--- src/rtl/spawn_sched.sv ---
// Arbitrated random-cell spawn controller: two requesters, retry on occupied cells.
// Optional SPAWN_SCAN_EN: after retry exhaustion, linearly scan the grid for a free cell.
module spawn_sched #(
  parameter int MAX_TRIES = 8,
  parameter int GRID_MAX  = 9
) (
  input  logic       clk,
  input  logic       reset,
  input  logic       req_0,
  input  logic       req_1,
  input  logic [3:0] rnd_x,
  input  logic [3:0] rnd_y,
  output logic [3:0] occ_x,
  output logic [3:0] occ_y,
  input  logic       occ_hit,
  output logic       spawn_valid,
  output logic       spawn_id,
  output logic [3:0] spawn_x,
  output logic [3:0] spawn_y,
  output logic       spawn_fail,
  input  logic       spawn_ack,
  output logic       busy
);
  localparam logic [3:0] GMAX  = 4'(GRID_MAX);
  localparam logic [3:0] TMAX  = 4'(MAX_TRIES);

  typedef enum logic [2:0] {IDLE, SAMPLE, WAIT, CHECK, DONE} state_t;

  state_t     state;
  logic [3:0] tries;
  logic       last_served;
  logic       req_sel;
`ifdef SPAWN_SCAN_EN
  logic       scan;
`endif

  assign req_sel = spawn_id ? req_1 : req_0;
  assign busy    = (state != IDLE);

  always_ff @(posedge clk) begin
    if (reset) begin
      state       <= IDLE;
      tries       <= '0;
      last_served <= 1'b1;
      occ_x       <= '0;
      occ_y       <= '0;
      spawn_valid <= 1'b0;
      spawn_id    <= 1'b0;
      spawn_x     <= '0;
      spawn_y     <= '0;
      spawn_fail  <= 1'b0;
`ifdef SPAWN_SCAN_EN
      scan        <= 1'b0;
`endif
    end else if (state != IDLE && !req_sel) begin
      // Served requester withdrew: drop everything, keep arbitration history.
      state       <= IDLE;
      spawn_valid <= 1'b0;
      spawn_fail  <= 1'b0;
`ifdef SPAWN_SCAN_EN
      scan        <= 1'b0;
`endif
    end else begin
      case (state)
        IDLE: if (req_0 || req_1) begin
          spawn_id <= (req_0 && req_1) ? ~last_served : req_1;
          tries    <= '0;
          state    <= SAMPLE;
        end
        SAMPLE: if (rnd_x <= GMAX && rnd_y <= GMAX) begin
          occ_x <= rnd_x;
          occ_y <= rnd_y;
          tries <= tries + 4'd1;
          state <= WAIT;
        end
        WAIT: state <= CHECK;
        CHECK: begin
          if (!occ_hit) begin
            spawn_x     <= occ_x;
            spawn_y     <= occ_y;
            spawn_fail  <= 1'b0;
            spawn_valid <= 1'b1;
            state       <= DONE;
`ifdef SPAWN_SCAN_EN
            scan        <= 1'b0;
          end else if (scan) begin
            if (occ_x == GMAX && occ_y == GMAX) begin
              spawn_x     <= occ_x;
              spawn_y     <= occ_y;
              spawn_fail  <= 1'b1;
              spawn_valid <= 1'b1;
              scan        <= 1'b0;
              state       <= DONE;
            end else begin
              // x-major walk: x steps fastest, wraps into the next row.
              if (occ_x == GMAX) begin
                occ_x <= '0;
                occ_y <= occ_y + 4'd1;
              end else begin
                occ_x <= occ_x + 4'd1;
              end
              state <= WAIT;
            end
`endif
          end else if (tries < TMAX) begin
            state <= SAMPLE;
          end else begin
`ifdef SPAWN_SCAN_EN
            scan  <= 1'b1;
            occ_x <= '0;
            occ_y <= '0;
            state <= WAIT;
`else
            spawn_x     <= occ_x;
            spawn_y     <= occ_y;
            spawn_fail  <= 1'b1;
            spawn_valid <= 1'b1;
            state       <= DONE;
`endif
          end
        end
        DONE: if (spawn_ack) begin
          last_served <= spawn_id;
          spawn_valid <= 1'b0;
          spawn_fail  <= 1'b0;
          state       <= IDLE;
        end
        default: state <= IDLE;
      endcase
    end
  end
endmodule
--- config.mk ---
export PLATFORM = sky130hd
export DESIGN_NAME = spawn_sched
export DESIGN_NICKNAME = d
export VERILOG_FILES = /design/src/rtl/spawn_sched.sv
export SDC_FILE = /design/constraint.sdc
export NUM_CORES = 1
export LEC_CHECK = 0
export ABC_AREA = 0
export CAP_MARGIN = 20
export CORE_MARGIN = 2
export CORE_UTILIZATION = 43
export DETAILED_ROUTE_END_ITERATION = 10
export MAX_ROUTING_LAYER = met4
export PLACE_DENSITY = 0.73
export SYNTH_ARGS = -nofsm -noshare
export SYNTH_HDL_FRONTEND = slang
export SYNTH_SLANG_ARGS = --single-unit
--- constraint.sdc ---
create_clock -name clk -period 2.5 [get_ports clk]
set_input_delay 0.625 -clock clk [delete_from_list [all_inputs] [get_ports clk]]
set_output_delay 0.625 -clock clk [all_outputs]
set_load 0.05 [all_outputs]
Yosys cells after proc, flatten, opt, wreduce, memory -nomap -nowiden
Index checks and enable logic that the tools add are counted.
Word-level totals
  register bits after elaboration: 27
  input port bits: 14
Cells by class
  $add $sub $neg: 1
  reduce and logical (&&, ||, !) cells: 17
  order comparisons: 3
  eq/ne operators: 9
  mux-type cells: 21
  bitwise gates (word level): 2
Operators by type and width (number)
  2-to-1 mux 4 bit: 6
  AND reduction 3 bit: 6
  2-to-1 mux 3 bit: 5
  one-hot mux 3 bit (5 select lines): 1
  <= comparator 4 bit, second input constant: 2
  inequality test 2 bit, second input constant: 4
  one-hot mux 4 bit (2 select lines): 1
  equality test 3 x 2 -> 1 bit, second input constant: 2
  2-to-1 mux 1 bit: 6
  adder 4 x 1 -> 4 bit, second input constant: 1
  < comparator 4 bit, second input constant: 1
  one-hot mux 1 bit (2 select lines): 2
  AND reduction 4 bit: 1
  nonzero test 2 bit: 2
  equality test 3 x 1 -> 1 bit, second input constant: 1
  equality test 3 bit, second input constant: 1
  logical AND 1 bit: 3
  zero test 3 bit: 1
  inequality test 3 bit, second input constant: 1
  nonzero test 3 bit: 1
  NOT 1 bit: 2
  OR reduction 2 bit: 1
  zero test 1 bit: 1
  logical OR 1 bit: 1

Depth between registers and ports, before layout
  depth in word-level cells: 5
  mapped depth: 6
  gate-level depth less buffers: 4

Worst setup path before layout
OpenSTA, ideal clock, no wires.
  path type: register to register
  start point: register spawn_id
  end point: register tries[3]
  cell stages (with the launch flop): 5
  path slack: 0.760 ns
  buffers on the path: 0
  arrival time: 1.670 ns
  data required time: 2.430 ns
  library setup time: 0.070 ns
  path through: dfxtp_1 mux2_4 o211ai_4 or4_1 a21boi_1
On the way
  cells in the longest elaborated chain, start to end: 5
Ends and longest elaborated chain
  start: declaration: RTL line 17  | output logic spawn_id,
  start signal: assignment: RTL line 66  | spawn_id <= (req_0 && req_1) ? ~last_served : req_1;
  2-to-1 mux 1 bit: RTL line 37  | assign req_sel = spawn_id ? req_1 : req_0;
  zero test 1 bit: RTL line 55  | end else if (state != IDLE && !req_sel) begin
  logical AND 1 bit: RTL line 55
  NOT 1 bit (no source line)
  AND reduction 4 bit (no source line)
  end signal: assignment: RTL line 73  | tries <= tries + 4'd1;
  end: declaration: RTL line 30  | logic [3:0] tries;
No other way between the ends.
A chain may end at the register's enable or synchronous reset.

Worst setup path in the final report
  start point: register state[1]
  end point: output port busy
On the way
  cells in the longest elaborated chain, start to end: 1
Ends and longest elaborated chain
  start: declaration: RTL line 29  | state_t state;
  start signal: assignment: RTL line 42  | state <= IDLE;
  start signal: assignment: RTL line 57  | state <= IDLE;
  start signal: assignment: RTL line 68  | state <= SAMPLE;
  nonzero test 3 bit: RTL line 38  | assign busy = (state != IDLE);
  end: declaration: RTL line 22  | output logic busy
No other way between the ends.

==> metrics.cfg <==
[logic_synthesis]
synthTopCellsByCount = dfxtp_1 (27), nor2_1 (20), mux2i_1 (18)
synthTopCellsByArea = dfxtp_1 (46%), mux2i_1 (15%), nor2_1 (6.4%), a21oi_1 (3.0%), nand4_1 (2.1%)
yosysWarningCount = 0
syn_area_um2 = 1180
synth_top_area_share_pct = 45.8
async_flop_share_pct = 0
yosys.area.top_type = dfxtp_1
synth_cell_type_count = 33
synth-seq-cells = 27
synth-edff-count = 0
syn_inst = 124
syn_nets = 139
yosysMostFrequentCell = dfxtp_1
syn_area_per_cell_um2 = 9.53
synth_top_flop_cell = dfxtp_1
yosysSeqAreaShare_pct = 45.8

[sta]
fin_crit_sh_pct = 88.6
maxSlewViolCount = 0
finalSetupViolations = 0
tightest_slew_ps = 517
hold_ws_ps = 463
finalHoldViolations = 0
rsz0062_at_grt = false
fmax_mhz = 451
skew_ps = 4.25
finalSetupTns_ps = 0
slew_headroom_pct = 65.4
finalCriticalPeriod_ps = 2220

[cells_and_area]
nNetsFinal = 176
utilization_pct = 58.8
layout-drive-gt1-share_pct = 10.0
n_fill_cell = 242
diodes = 0
area_delta_synth_final_pct = 33.7
final_cell_area_um2 = 1580

[clocking]
clk_latency_ps = 320
cts-root-buf = clkbuf_4
post-cts-setup-buffers = 0
cts-buffers-inserted = 3
clk_pin_slew_ps = 150
cts.htree.levels = 1
clock_path_buffers = 2
cts.sinks = 27
cts_tree = built

[power_and_ir_drop]
leakage_nw = 0.696
vdd_ir_drop_max_mv = 0.445
finalPower_uw = 825
p_per_area_nw_per_um2 = 523

[critical_path]
worst-path-buf-inv = 2
crit_fanout = 8
path_cells = nor3_1 > inv_1 > dlygate4sd2_1
cp_slowest_cell = dfxtp_1
critPathMaxStageDelay_ps = 570
endpoint_kind = output port
arrival_ps = 1590
start_kind = flop
critical_path.top_delay_family = buffers and inverters
cp.required_ps = 1880
crit_type = reg -> out

[job]
cap_violations = 0

[floorplanning]
initial_core_util_pct = 44.0
core-area_um2 = 2690
die_w_um = 56.4
fp.dieArea_um2 = 3180
io_pins = 34
die_h_um = 56.4
rows = 19

[routing]
wl_mm = 2.48
vias = 1008
dr.first_iter.drc_count = 22
via_per_inst = 5.28
post_drt_wl_per_cell_um = 13.0
ant_nets = 0
dr.pass1.iters = 4
drc = 0

[global_route]
grt_overflow = 0
grt_usage_pct = 16.3
grt_pass1_wl_mm = 4.04
antenna_found_initial = 0
grt_pass1_vias = 913
grt_max_degree = 17

[placement]
dp_hpwl_mm = 1.88
place_congestion = 0.795
io_buffer_count = 33
place_area_um2 = 1550

[min_path]
hp-class = reg -> reg

[status]
outcome = finished clean

flip-flops by register name, indices dropped and copies added (netlist names):
signal / flops
spawn_id: 1
spawn_y: 4
state: 3
spawn_x: 4
last_served: 1
tries: 4
spawn_valid: 1
occ_x: 4
occ_y: 4
spawn_fail: 1
metrics by stage:
step,instances,worst slack (ps)
6_report,191,284
5_1_grt,191,211
2_1_floorplan,124,760
4_1_cts,191,268
3_3_place_gp,187,305
3_5_place_dp,187,280
path summary, 6_finish.rpt:
kind | startpoint | end | slack, ps | cells past startpoint
worst max register to register | state[0]$_SDFFE_PP0P_ | spawn_y[0]$_SDFFE_PP0P_ | 940 | 4
worst min register to register | spawn_valid$_SDFFE_PP0P_ | spawn_valid$_SDFFE_PP0P_ | 460 | 2
worst min-delay path | spawn_valid$_SDFFE_PP0P_ | spawn_valid$_SDFFE_PP0P_ | 460 | 2
worst max-delay path | state[1]$_SDFFE_PP0P_ | busy | 280 | 3
logic make-up (layout without fill, tap and decap cells):
family          after synthesis  count (layout)  share of synthesized area (%)
compound gates               20              20                           11.7
fa+ha+maj                     1               1                           1.06
buf+inv                       8              44                           3.28
flops                        27              27                           45.8
mux                          19              19                           16.5
simple gates                 49              49                           21.7
layer usage:
| metal | part of all wire (%) | wire (um) | vias to the layer above | track usage (%) |
|---|---|---|---|---|
| met1 | 48 | 1180 | 468 | 21.2 |
| met4 | 0.85 | 21 | 0 | 5.10 |
| met3 | 4.7 | 116 | 4 | 3.00 |
| met5 | 0 | 0 | - | - |
| li1 | - | - | 508 | - |
| met2 | 47 | 1160 | 28 | 25.9 |
repair_timing:
item | CTS | global route
endpoints found under the hold margin | 0 | 0
resized for setup | 1 | 0
hold buffers | 0 | 0
endpoints found under the setup margin | 1 | 0
power by group:
part	total, mW	internal (mW)	switching (mW)
Clock	0.189	0.0599	0.129
Combinational	0.179	0.0749	0.104
Sequential	0.457	0.442	0.0153
Total	0.825	0.577	0.248
cells in the final DEF, fill, tap and decap left out, types with 2 or more instances in the layout:
cell type / Yosys / layout
clkdlybuf4s50_1: 0 / 32
dfxtp_1: 27 / 27
nor2_1: 20 / 20
mux2i_1: 18 / 18
a21oi_1: 7 / 7
nand2_1: 6 / 6
nand4_1: 4 / 4
nand3_1: 4 / 4
buf_4: 2 / 4
inv_1: 3 / 3
nand2b_1: 3 / 3
o21ai_0: 3 / 3
clkbuf_4: 0 / 3
nor3_1: 2 / 2
o21ai_1: 2 / 2
or2_2: 2 / 2
nor3b_1: 2 / 2
worst reg2reg max path: stages, from the launching register on:
cell and delay, ps:
dfxtp_1 470, nor2b_1 290, nand4_2 380, mux2i_1 260, nor2_1 70
layout make-up:
cell class	count	area, um^2	area share [%]
clock inverters	1	5.00	0.317
well taps	31	38.8	2.46
clock buffers	3	22.5	1.43
repair buffers	37	359	22.7
multi-input cells	89	602	38.1
flip-flops and latches	27	541	34.2
inverters	3	11.3	0.713
(Power assumes the default switching activity.)
